--- src/rtl/debounce_pkg.sv ---
// Shared constants and helpers for the debounce stage.
// State codes and the parameter legality check.
package debounce_pkg;

  localparam logic [1:0] ST_STABLE_LO = 2'b00;
  localparam logic [1:0] ST_CHECK_HI  = 2'b01;
  localparam logic [1:0] ST_STABLE_HI = 2'b11;
  localparam logic [1:0] ST_CHECK_LO  = 2'b10;

  function automatic bit cfg_ok(
    input int     stages,
    input int     cnt_w,
    input longint stable
  );
    longint max_cnt;
    max_cnt = (longint'(1) << cnt_w) - 1;
    return (stages >= 2) && (stages <= 4) &&
           (cnt_w >= 1) && (cnt_w <= 32) &&
           (stable >= 2) && (stable <= max_cnt);
  endfunction

endpackage

--- src/rtl/debounce_edge_sync.sv ---
// Plain DFF shift register bringing an async line into clk.
// Synchronous reset loads every stage with INIT.
module sync_chain #(
  parameter int   STAGES = 2,
  parameter logic INIT   = 1'b0
) (
  input  logic clk,
  input  logic rst,
  input  logic d,
  output logic q
);

  logic [STAGES-1:0] sr;

  always_ff @(posedge clk) begin
    if (rst) begin
      sr <= {STAGES{INIT}};
    end else begin
      sr <= {sr[STAGES-2:0], d};
    end
  end

  assign q = sr[STAGES-1];

endmodule

--- src/rtl/debounce_edge.sv ---
// Synchronize + debounce a raw line; emit a clean level
// and one-cycle rise/fall strobes.
module debounce_edge
  import debounce_pkg::*;
#(
  parameter int          SYNC_STAGES   = 2,
  parameter int          CNT_W         = 16,
  parameter int unsigned STABLE_CYCLES = 1000,
  parameter logic        RESET_LEVEL   = 1'b0
) (
  input  logic clk,
  input  logic rst,
  input  logic din,
  output logic dout,
  output logic rise,
  output logic fall,
  output logic busy
);

  if (!cfg_ok(SYNC_STAGES, CNT_W, longint'(STABLE_CYCLES))) begin : g_bad_cfg
    $error("debounce_edge: illegal parameter set");
  end

  localparam logic [CNT_W-1:0] LAST = CNT_W'(STABLE_CYCLES - 1);
  localparam logic [1:0] ST_RESET =
    RESET_LEVEL ? ST_STABLE_HI : ST_STABLE_LO;

  logic             s;
  logic [1:0]       state_q, state_d;
  logic [CNT_W-1:0] cnt_q, cnt_d;
  logic             dout_q, dout_d;
  logic             rise_q, rise_d;
  logic             fall_q, fall_d;

  sync_chain #(
    .STAGES (SYNC_STAGES),
    .INIT   (RESET_LEVEL)
  ) u_sync (
    .clk (clk),
    .rst (rst),
    .d   (din),
    .q   (s)
  );

  always_ff @(posedge clk) begin
    if (rst) begin
      state_q <= ST_RESET;
      cnt_q   <= '0;
      dout_q  <= RESET_LEVEL;
      rise_q  <= 1'b0;
      fall_q  <= 1'b0;
    end else begin
      state_q <= state_d;
      cnt_q   <= cnt_d;
      dout_q  <= dout_d;
      rise_q  <= rise_d;
      fall_q  <= fall_d;
    end
  end

  // A reverting sample always wins over the terminal count.
  always_comb begin
    state_d = state_q;
    cnt_d   = cnt_q;
    dout_d  = dout_q;
    rise_d  = 1'b0;
    fall_d  = 1'b0;
    unique case (state_q)
      ST_STABLE_LO: begin
        if (s) begin
          state_d = ST_CHECK_HI;
          cnt_d   = CNT_W'(1);
        end else begin
          cnt_d   = '0;
        end
      end
      ST_CHECK_HI: begin
        if (!s) begin
          state_d = ST_STABLE_LO;
          cnt_d   = '0;
        end else if (cnt_q == LAST) begin
          state_d = ST_STABLE_HI;
          cnt_d   = '0;
          dout_d  = 1'b1;
          rise_d  = 1'b1;
        end else begin
          cnt_d   = cnt_q + CNT_W'(1);
        end
      end
      ST_STABLE_HI: begin
        if (!s) begin
          state_d = ST_CHECK_LO;
          cnt_d   = CNT_W'(1);
        end else begin
          cnt_d   = '0;
        end
      end
      ST_CHECK_LO: begin
        if (s) begin
          state_d = ST_STABLE_HI;
          cnt_d   = '0;
        end else if (cnt_q == LAST) begin
          state_d = ST_STABLE_LO;
          cnt_d   = '0;
          dout_d  = 1'b0;
          fall_d  = 1'b1;
        end else begin
          cnt_d   = cnt_q + CNT_W'(1);
        end
      end
      default: begin
        state_d = ST_RESET;
        cnt_d   = '0;
      end
    endcase
  end

  always_comb begin
    busy = (state_q == ST_CHECK_HI) ||
           (state_q == ST_CHECK_LO);
    dout = dout_q;
    rise = rise_q;
    fall = fall_q;
  end

endmodule

--- config.mk ---
export PLATFORM = sky130hd
export DESIGN_NAME = debounce_edge
export DESIGN_NICKNAME = d
export VERILOG_FILES = /design/src/rtl/debounce_pkg.sv /design/src/rtl/debounce_edge_sync.sv /design/src/rtl/debounce_edge.sv
export SDC_FILE = /design/constraint.sdc
export NUM_CORES = 1
export LEC_CHECK = 0
export ABC_AREA = 1
export BUFFER_PORTS_ARGS = -buffer_cell sky130_fd_sc_hd__buf_2
export CORE_MARGIN = 4
export CORE_UTILIZATION = 53
export CTS_CLUSTER_SIZE = 30
export DETAILED_ROUTE_END_ITERATION = 16
export PLACE_DENSITY = 0.81
export REMOVE_ABC_BUFFERS = 1
export SETUP_SLACK_MARGIN = 0.05
export SYNTH_ARGS = -nofsm -noshare
export SYNTH_HDL_FRONTEND = slang
export SYNTH_SLANG_ARGS = --single-unit
--- constraint.sdc ---
create_clock -name clk -period 2.9 [get_ports clk]
set_input_delay 0.145 -clock clk [delete_from_list [all_inputs] [get_ports clk]]
set_output_delay 0.145 -clock clk [all_outputs]
set_load 0.005 [all_outputs]
## After elaboration in Yosys (flattened, before gate mapping)

Cells that the tools add are included.

- Bits in registers: 23
- Bits of input ports: 3
- Word-level logic and storage cells: 48
- Output and inout port bits: 4

- Reductions and logical operators: 7
- Muxes and demuxes: 19
- Add/sub/neg operators: 1
- Equality and inequality tests: 12
- Bitwise gates (word level): 3

Operator list:

| cell | number |
|---|---|
| 16-bit one-hot mux with 4 select lines | 1 |
| 16-bit two-way mux | 3 |
| 16-bit by 1-bit adder with 16-bit output, second input constant | 1 |
| 16-bit by 10-bit equality test with 1-bit output, second input constant | 1 |
| 2-bit two-way mux | 6 |
| 2-bit != test, second input constant | 4 |
| 2-bit one-hot mux with 4 select lines | 1 |
| 1-bit two-way mux | 7 |
| 3-bit OR reduction | 2 |
| 5-bit AND reduction | 1 |
| 2-bit equality test, second input constant | 2 |
| 2-bit by 1-bit != test with 1-bit output, second input constant | 2 |
| 4-bit AND reduction | 1 |
| 3-bit by 2-bit != test with 1-bit output, second input constant | 1 |
| 3-bit != test, second input constant | 1 |
| 1-bit NOT | 3 |
| 2-bit by 1-bit equality test with 1-bit output, second input constant | 1 |
| 2-bit zero test | 1 |
| 1-bit one-hot mux with 2 select lines | 1 |
| 2-bit nonzero test | 1 |
| 1-bit logical OR | 1 |

## Depth between registers and ports, before layout

Gate-level depths: netlist of run 1.

- Depth in word-level cells: 4
- Gate-level depth with buffers: 10
- Mapped depth without buffers: 10

## Cells and area by module

A second synthesis of run 1 with hierarchy kept.

- Cell total of the unflattened synthesis: 177
- Area total of the unflattened synthesis: 1,203.7 µm²

Modules (own cells, without submodules):

| module | area each (µm²) | sequential area each (µm²) | instances | cells an instance |
|---|---|---|---|---|
| debounce_edge | 1,148.6 | 420.4 | 1 | 171 |
| sync_chain | 55.1 | 40.0 | 1 | 6 |

## Least setup slack after synthesis of run 1

Ideal clock, no wire load.

- Path type: register to register
- From: register cnt_q[0]
- To: register cnt_q[14]
- Period minus slack after synthesis: 1.279 ns
- Arrival: 1.213 ns
- Stages on the path, launching flop included: 10
- Slack: 1.621 ns
- Path through: dfxtp_1 > ha_1 > nand2_1 > inv_1 > nand2_1 > nor2_2 > nand2_2 > nand3_2 > buf_6 > a21oi_2

- Word-level cells in the longest chain between the ends: 4

RTL lines:

| what | RTL line | source |
|---|---|---|
| from (decl) | debounce_edge.sv:30 | `logic [CNT_W-1:0] cnt_q, cnt_d;` |
| from (signal assigned) | debounce_edge.sv:54 | `cnt_q <= cnt_d;` |
| 16-bit by 1-bit adder with 16-bit output or 16-bit by 10-bit equality test with 1-bit output (tied branches) | - |  |
| 16-bit two-way mux (*) | debounce_edge.sv:81, debounce_edge.sv:102 |  |
| 16-bit two-way mux, on equally long branches | debounce_edge.sv:99, debounce_edge.sv:78 |  |
| 16-bit one-hot mux with 4 select lines (*) | debounce_edge.sv:68 | `unique case (state_q)` |

Every way passes the cells marked *; elsewhere a longest branch is shown, timed or not.
A chain may end at the register's enable or synchronous reset.

## Worst setup path after layout of run 1

- From: register cnt_q[0]
- To: register cnt_q[12]

Same word-level chain as after synthesis.

==> results_dict.tcl, run 1 <==
set metrics [dict create \
    outcome "complete, no violations" \
    drive_above_1_share_pct 14.6 \
    drtAntennaViolNets 0 \
    critPathLaunchType "flop" \
    synth_xor_area_share_pct 5.73 \
    cts_buffer_depth 2 \
    cts_tree "done" \
    die_width_um 56.1 \
    netlist_instances 169 \
    setup_tns_ns 0 \
    synth_top_family_by_area "simple AND/OR/NAND/NOR gates" \
    final_util_pct 59.0 \
    cp.depth 8 \
    clk_pin_slew_ns 0.13 \
    dp_hpwl_um 1900 \
    grt_pass1_vias 1020 \
    die-area_sq_um 3140 \
    cts_root_buf "clkbuf_4" \
    multi_input_area_sq_um 662 \
    p_leak_nw 0.531 \
    yosys_warnings 0 \
    grt_use_total_pct 16.8 \
    drv_slew 0 \
    grt_pass1_wl_um 4300 \
    final-setup-viol-count 0 \
    cp.arrival_ns 1.81 \
    drtPass1Iterations 4 \
    synth-edff-count 0 \
    worst_setup_path_end_kind "flop" \
    cts_resized 0 \
    fillers 206 \
    synth.top_cell.area_share_pct 37.6 \
    cp_slowest_stage_delay_ns 0.34 \
    worstSkewPairLatency_ns 0.31 \
    via_per_inst 5.16 \
    ys_seq_area_share_pct 37.6 \
    crit_fanout 14 \
    period_share_pct 54.2 \
    maxCapViolations 0 \
    final_cells 206 \
    synthFlopType "dfxtp_1" \
    hold_buffers 0 \
    seq_area_sq_um 460 \
    synth_compound_area_share_pct 4.40 \
    grt_max_degree 15 \
    synthAdderAreaFrac_pct 6.13 \
    cp_slowest_cell "dfxtp_1" \
    start_util_pct 55.3 \
    fin_skew_ns 0.00570 \
    fmax_mhz 636 \
    dr_total_vias 1063 \
    dpl_cell_area_sq_um 1280 \
    antenna_found_initial 0 \
    crit_chain "ha_1 -> nand2_1 -> inv_1 -> nand2_1 -> nor2_2 -> nand2_2 -> nand3_2 -> nor3b_1" \
    synth_area_leader_cell "dfxtp_1" \
    synthSimpleGateAreaFrac_pct 37.8 \
    dp_cells 202 \
    finalCriticalPeriod_ns 1.57 \
    rsz0062_at_grt "no" \
    rr_worst_depth 8 \
    required_ns 3.14 \
    drt_wl_total_um 2410 \
    critPathTopFamily "simple AND/OR/NAND/NOR gates" \
    peakVddDrop_mv 0.601 \
    portBuffers 6 \
    synth_most_common_cell "nor2_1" \
    routedWlPerCell_um 11.7 \
    slew_headroom_pct 67.4 \
    min_delay_path_depth 3 \
    drt_iter0_markers 51 \
    postCtsSetupBuffers 0 \
    cts_buffers 3 \
    coreArea_sq_um 2210 \
    die_h_um 56.1 \
    nets 188 \
    async_flop_share_pct 0 \
    pre_cts_slack_ns 1.36 \
    synthTopCellsByArea "dfxtp_1 38%, nor2_1 9.5%, nand2_1 9.2%, inv_1 6.7%, ha_1 6.1%" \
    io_pins 7 \
    critPathBufInv 1 \
    avgSynthCellArea_sq_um 7.24 \
    final.setup.worst_slack_ns 1.33 \
    synthMuxAreaShare_pct 0 \
    h-tree-depth 1 \
    worst_slew_pin_slew_ns 0.483 \
    synth_common_cells "31 x nor2_1, 30 x nand2_1, 23 x dfxtp_1" \
    fin_area_sq_um 1310 \
    clock_sinks 23 \
    area_growth_syn_to_layout_pct 6.65 \
    grt-ovfl-total 0 \
    path_common_cell "nand2_1" \
    critPathKind "reg2reg" \
    num_rows 17 \
    power_density_nw_per_um2 561 \
    gp_congestion 0.897 \
    synth_cell_types 19 \
    synthesis.area_sq_um 1220 \
    ys_ff_latch 23 \
    drc 0 \
    diodes 0 \
    hold_class "in2reg" \
    hold_violations 0 \
]
-- cell type report --
| class | instances | share of cell area (%) |
|---|---|---|
| Timing Repair Buffer | 6 | 2.30 |
| Sequential cell | 23 | 35.3 |
| Clock buffer | 3 | 1.73 |
| Clock inverter | 1 | 0.384 |
| Multi-Input combinational cell | 121 | 50.7 |
| Inverter | 24 | 6.90 |
| Tap cell | 28 | 2.68 |
-- per-layer routing --
| layer | up-vias | track usage [%] | wire length [um] |
|---|---|---|---|
| met2 | 26 | 28.9 | 1200 |
| met4 | 0 | 6.10 | 49 |
| met3 | 8 | 3.25 | 90 |
| li1 | 548 | - | - |
| met1 | 481 | 20.6 | 1070 |
| met5 | - | 0 | 0 |
-- sequential cells by signal, summed over array words and instances (netlist names) --
register	flops
cnt_q	16
state_q	2
u_sync.sr	2
dout	1
fall	1
rise	1
-- where the power goes --
part,switching (mW),leakage [nW],total [mW],internal [mW]
clock,0.101,0.0177,0.152,0.0516
combinational,0.140,0.327,0.225,0.0841
sequential,0.0187,0.186,0.356,0.337
total,0.260,0.531,0.733,0.473
-- tightest hold or removal path: cells and delay by family --
kind / cells / cell delay, ns
buffers and inverters: 2 / 0.13
and+or+nand+nor: 1 / 0.03
-- kinds of logic after synthesis --
group	after synthesis
and+or+nand+nor	97
AOI/OAI and AO/OA	10
adders and majority gates	6
DFF	23
buffers and inverters	25
xor gates and xnor gates	8
-- stage by stage --
step           power [mW]  hold WS, ns
2_1_floorplan       0.532        0.216
3_3_place_gp        0.573        0.349
3_5_place_dp        0.588        0.352
4_1_cts             0.735       0.0133
5_1_grt             0.791      0.00706
6_report            0.733       0.0121
-- cell usage in the layout, fill, tap and decap left out --
master	instances
nand2_1	30
nand3_1	12
nand3_2	3
buf_2	6
nor2_1	31
a21oi_2	1
nand2_2	3
ha_1	6
o21ai_0	4
clkinv_2	1
xor2_1	8
a21oi_1	5
nor2_2	4
clkbuf_4	3
nor3b_1	3
dfxtp_1	23
inv_1	22
nor3_1	5
nand4_1	3
inv_2	2
nor2_4	3
-- path summary, 6_finish.rpt --
| check | startpoint | endpoint | slack, ns |
|---|---|---|---|
| worst max register to register | cnt_q[0] | cnt_q[12] | 1.33 |
| worst min register to register | u_sync.sr[0] | u_sync.sr[1] | 0.41 |
| worst min-delay path | din | u_sync.sr[0] | 0.01 |
| worst max-delay path | cnt_q[0] | cnt_q[12] | 1.33 |
Note: power is estimated with default switching activity, not from simulation.
==> run 2: changes to the inputs <==
--- a/config.mk
+++ b/config.mk
@@ -11,7 +11,7 @@
 export CORE_UTILIZATION = 53
 export CTS_CLUSTER_SIZE = 30
 export DETAILED_ROUTE_END_ITERATION = 16
-export PLACE_DENSITY = 0.81
+export PLACE_DENSITY = 0.84
 export REMOVE_ABC_BUFFERS = 1
 export SETUP_SLACK_MARGIN = 0.05
 export SYNTH_ARGS = -nofsm -noshare
==> constraint.sdc (replaced) <==
create_clock -name clk -period 1.3 [get_ports clk]
set_input_delay 0.065 -clock clk [delete_from_list [all_inputs] [get_ports clk]]
set_output_delay 0.065 -clock clk [all_outputs]
set_load 0.005 [all_outputs]
==> results_dict.tcl, run 2 (synthesis results as in run 1) <==
set metrics [dict create \
    outcome "finished, violations left" \
    failed_checks "negative setup slack" \
    num_rows 17 \
    final_common_cell "buf_4" \
    hold_violations 0 \
    drc 0 \
    required_ns 1.56 \
    grt_use_total_pct 22.0 \
    via_per_inst 5.55 \
    drive_above_1_share_pct 49.3 \
    cts_tree "done" \
    finalCriticalPeriod_ns 1.40 \
    largest_reg_flops 16 \
    cp.arrival_ns 1.66 \
    power_frac_seq_pct 37.0 \
    fin_skew_ns 0.00620 \
    start_util_pct 55.3 \
    dr_total_vias 1359 \
    grt_max_degree 15 \
    antenna_found_initial 0 \
    regMostFlops "cnt_q" \
    coreArea_sq_um 2210 \
    drt_wl_total_um 4050 \
    p_leak_nw 0.800 \
    diodes 0 \
    nets 227 \
    cp_slowest_cell "dfxtp_4" \
    power_density_nw_per_um2 1200 \
    worst_setup_path_end_kind "flop" \
    p_int_mw 1.42 \
    gp_congestion 0.834 \
    final_util_pct 84.4 \
    worstSkewPairLatency_ns 0.33 \
    io_pins 7 \
    period_share_pct 108 \
    reg2reg_slack_ns -0.10 \
    grt-ovfl-total 0 \
    fillers 116 \
    dp_hpwl_um 2120 \
    die-area_sq_um 3140 \
    reg.largest.list "cnt_q (16), state_q (2), u_sync.sr (2)" \
    critPathBufInv 3 \
    power_frac_clock_pct 16.0 \
    area_growth_syn_to_layout_pct 52.7 \
    fmax_mhz 714 \
    worst_slew_pin_slew_ns 0.395 \
    mostFrequentLayoutCells "31 x buf_4, 25 x nor2_1, 22 x nand2_1" \
    grt_pass1_wl_um 5490 \
    power.total_mw 2.24 \
    peakVddDrop_mv 1.44 \
    drtPass1Iterations 4 \
    rsz0062_at_grt "yes" \
    crit_chain "buf_4 -> inv_2 -> nand4_1 -> nor2_4 -> nand3_2 -> buf_4 -> nor2_1" \
    slew_headroom_pct 73.5 \
    netSwitchingPower_mw 0.814 \
    cp_slowest_stage_delay_ns 0.38 \
    critPathTopFamily "simple AND/OR/NAND/NOR gates" \
    path_common_cell "buf_4" \
    portBuffers 6 \
    routedWlPerCell_um 16.5 \
    clock_sinks 23 \
    drtAntennaViolNets 0 \
    final-setup-viol-count 18 \
    h-tree-depth 1 \
    switching_share_pct 36.4 \
    hold_class "reg2reg" \
    die_h_um 56.1 \
    maxCapViolations 0 \
    drv_slew 0 \
    critPathKind "reg2reg" \
    critPathLaunchType "flop" \
    cts_buffers 3 \
    drt_iter0_markers 78 \
    cts_buffer_depth 2 \
    whs_ns 0.423 \
    final.setup.worst_slack_ns -0.101 \
    grt_pass1_vias 1327 \
    die_width_um 56.1 \
    clk_pin_slew_ns 0.14 \
    crit_fanout 5 \
    p_comb_share_pct 47.0 \
    cts_root_buf "clkbuf_4" \
]
-- run 2: cell count changes in the layout (fill, tap and decap cells not counted), sizes merged --
cell | before | now
clkbuf | 3 | 4
clkinvlp | 0 | 1
clkinv | 1 | 0
dlygate4sd3 | 0 | 2
buf | 6 | 42
-- run 2: repair_timing --
item / CTS / global route
endpoints found under the setup margin: 22 / 22
pin swaps: 8 / 9
hold endpoints to repair: 2 / 0
gates resized for setup: 33 / 38
setup buffers: 4 / 10
hold buffers: 2 / 0
cloned: 0 / 1
-- run 2: path summary, 6_finish.rpt --
kind	cells past startpoint	endpoint	start
max reg2reg	7	fall	cnt_q[4]
min	2	u_sync.sr[1]	u_sync.sr[0]
max	7	fall	cnt_q[4]
min reg2reg	2	u_sync.sr[1]	u_sync.sr[0]
-- run 2: per-layer routing --
metal | GRT usage (%) | vias to the layer above | part of all wire, %
met5 | 0 | - | 0
met4 | 13.6 | 0 | 4.8
met3 | 4.87 | 23 | 4.7
met2 | 40.9 | 61 | 53
met1 | 21.5 | 649 | 38
li1 | - | 626 | -
-- run 2: power groups by stage --
stage | Clock (mW) | Sequential (mW) | Combinational, mW
global route | 0.397 | 0.835 | 1.14
floorplan | 0 | 0.799 | 0.388
detailed placement | 0 | 0.805 | 0.743
CTS | 0.352 | 0.813 | 0.822
finish | 0.357 | 0.828 | 1.05
global placement | 0 | 0.797 | 0.699
-- run 2: worst min-delay path, cell delays in order (launching register included) --
cell and delay [ns]:
dfxtp_1 0.33, inv_1 0.04, nor2_1 0.03
-- run 2: final cells by class --
cell class	instances	area [sq um]	share of cell area [%]
Multi-Input combinational cell	121	853	45.7
Sequential cell	23	483	25.9
Timing Repair Buffer	45	377	20.2
Inverter	24	90.1	4.82
Tap cell	28	35.0	1.88
Clock buffer	3	22.5	1.21
Clock inverter	1	7.51	0.402
-- run 2: metrics by stage --
stage               area, sq um  setup TNS (ns)  setup slack (ns)  instances
floorplan                  1210         -0.0940           -0.0452        168
global placement           1440          -0.102           -0.0341        224
detailed placement         1440          -0.762            -0.136        224
CTS                        1620          -0.160           -0.0412        234
global route               1870           -2.00            -0.181        245
finish                     1870          -0.671            -0.101        245
==> run 3: changes to the inputs <==
--- a/config.mk
+++ b/config.mk
@@ -7,11 +7,12 @@
 export LEC_CHECK = 0
 export ABC_AREA = 1
 export BUFFER_PORTS_ARGS = -buffer_cell sky130_fd_sc_hd__buf_2
+export CORE_ASPECT_RATIO = 1.5
 export CORE_MARGIN = 4
-export CORE_UTILIZATION = 53
+export CORE_UTILIZATION = 30
 export CTS_CLUSTER_SIZE = 30
 export DETAILED_ROUTE_END_ITERATION = 16
-export PLACE_DENSITY = 0.84
+export PLACE_DENSITY_LB_ADDON = 0.05
 export REMOVE_ABC_BUFFERS = 1
 export SETUP_SLACK_MARGIN = 0.05
 export SYNTH_ARGS = -nofsm -noshare
==> results_dict.tcl, run 3 (synthesis results as in run 1) <==
set metrics [dict create \
    area_growth_syn_to_layout_pct 51.3 \
    r2r_start "cnt_q[0]" \
    cp.arrival_ns 1.52 \
    antenna_found_initial 0 \
    routedWlPerCell_um 11.9 \
    cp_slowest_stage_delay_ns 0.36 \
    drt_iter0_markers 9 \
    worst_setup_path_end_kind "flop" \
    mostFrequentLayoutCells "25 x buf_4, 24 x nand2_1, 22 x nor2_1" \
    holdPathEnd "u_sync.sr[1]" \
    drv_slew 0 \
    final-setup-viol-count 6 \
    finalCriticalPeriod_ns 1.34 \
    largest_reg_flops 16 \
    clock_sinks 23 \
    cts_root_buf "clkbuf_8" \
    r2r_end "cnt_q[10]" \
    die_width_um 60.1 \
    failed_checks "negative setup slack" \
    drtPass1Iterations 3 \
    hold_class "reg2reg" \
    grt_pass1_vias 1224 \
    gp_congestion 0.752 \
    setup_tns_ns -0.146 \
    fin_skew_ns 0.0117 \
    fmax_mhz 747 \
    min_from "u_sync.sr[0]" \
    cts_tree "done" \
    h-tree-depth 1 \
    grt_max_degree 15 \
    peakVddDrop_mv 0.989 \
    drive_above_1_share_pct 49.3 \
    slew_headroom_pct 82.7 \
    path_common_cell "nor2_4" \
    nets 223 \
    critPathKind "reg2reg" \
    period_share_pct 103 \
    worstSkewPairLatency_ns 0.27 \
    io_pins 7 \
    regMostFlops "cnt_q" \
    reg2reg_slack_ns -0.04 \
    min_delay_path_depth 2 \
    grt-ovfl-total 0 \
    required_ns 1.48 \
    maxCapViolations 0 \
    drt_wl_total_um 3070 \
    dr_total_vias 1156 \
    crit_fanout 3 \
    coreArea_sq_um 3960 \
    reg.largest.list "cnt_q (16), state_q (2), u_sync.sr (2)" \
    crit_chain "ha_4 -> nand2_4 -> buf_6 -> nor2_4 -> nand3_4 -> nor2_4 -> xor2_1 -> nor2_1" \
    crit_start "cnt_q[0]" \
    grt_pass1_wl_um 5170 \
    critPathLaunchType "flop" \
    grt_use_total_pct 13.3 \
    start_util_pct 30.9 \
    cts_buffer_depth 2 \
    cts_buffers 3 \
    die-area_sq_um 5190 \
    dp_hpwl_um 2390 \
    outcome "finished, violations left" \
    rsz0062_at_grt "yes" \
    whs_ns 0.412 \
    drc 0 \
    diodes 0 \
    rr_worst_depth 8 \
    cp_slowest_cell "dfxtp_2" \
    power_density_nw_per_um2 1230 \
    worst_slew_pin_slew_ns 0.258 \
    hold_violations 0 \
    via_per_inst 4.48 \
    clk_pin_slew_ns 0.09 \
    final_common_cell "buf_4" \
    drtAntennaViolNets 0 \
    die_h_um 86.2 \
    final.setup.worst_slack_ns -0.0389 \
    p_leak_nw 0.757 \
    portBuffers 6 \
    num_rows 28 \
]
## run 3: worst max-delay path: cells and delay by family (launching register included)
family	cells	cell delay, ns
flip-flops	1	0.36
buffers and inverters	1	0.11
adder cells (fa/ha/maj)	1	0.15
AND/OR/NAND/NOR	5	0.48
XOR/XNOR	1	0.15
## run 3: what timing repair did
action                                  4_1_cts  5_1_grt
hold buffers                                  1        1
gates resized for setup                      42       29
pin swaps                                    13       20
endpoints found under the setup margin       22       20
setup buffers                                 2        5
endpoints found under the hold margin         1        1
## run 3: area by class of cell
class | instances | area (sq um)
Clock inverter | 1 | 7.51
Tap cell | 45 | 56.3
Sequential cell | 23 | 482
Clock buffer | 3 | 41.3
Multi-Input combinational cell | 121 | 836
Inverter | 24 | 92.6
Timing Repair Buffer | 41 | 337
Fill cell | 420 | 2110
## run 3: routing by layer
metal | wire [um] | share of wire, % | up-vias | track usage (%)
li1 | - | - | 615 | -
met4 | 53 | 1.7 | 0 | 5.44
met5 | 0 | 0 | - | 0
met3 | 39 | 1.3 | 5 | 1.79
met2 | 1800 | 59 | 7 | 27.1
met1 | 1180 | 38 | 529 | 12.1
## run 3: through the flow
stage | power [mW] | setup slack (ns) | area, sq um | util (%) | cells
final | 2.28 | -0.0389 | 1850 | 46.8 | 258
after global routing | 2.46 | -0.141 | 1850 | 46.8 | 258
after CTS | 2.16 | -0.0908 | 1700 | 43.0 | 253
after detailed placement | 1.54 | -0.174 | 1500 | 37.9 | 246
after global placement | 1.52 | -0.118 | 1500 | 37.9 | 246
after floorplan | 1.19 | -0.0452 | 1210 | - | 168
## run 3: worst max path at each step
stage / endpoint / slack [ns] / cells past startpoint
after floorplan: cnt_q[11] / -0.05 / 8
after global placement: state_q[0] / -0.12 / 9
after detailed placement: state_q[1] / -0.17 / 9
after CTS: cnt_q[10] / -0.09 / 8
after global routing: state_q[1] / -0.14 / 11
final: cnt_q[10] / -0.04 / 8
## run 3: power by group
| part | leakage, nW | internal [mW] | switching, mW |
|---|---|---|---|
| Sequential | 0.192 | 0.770 | 0.0722 |
| Combinational | 0.544 | 0.496 | 0.473 |
| Clock | 0.0217 | 0.217 | 0.250 |
| Total | 0.757 | 1.48 | 0.795 |
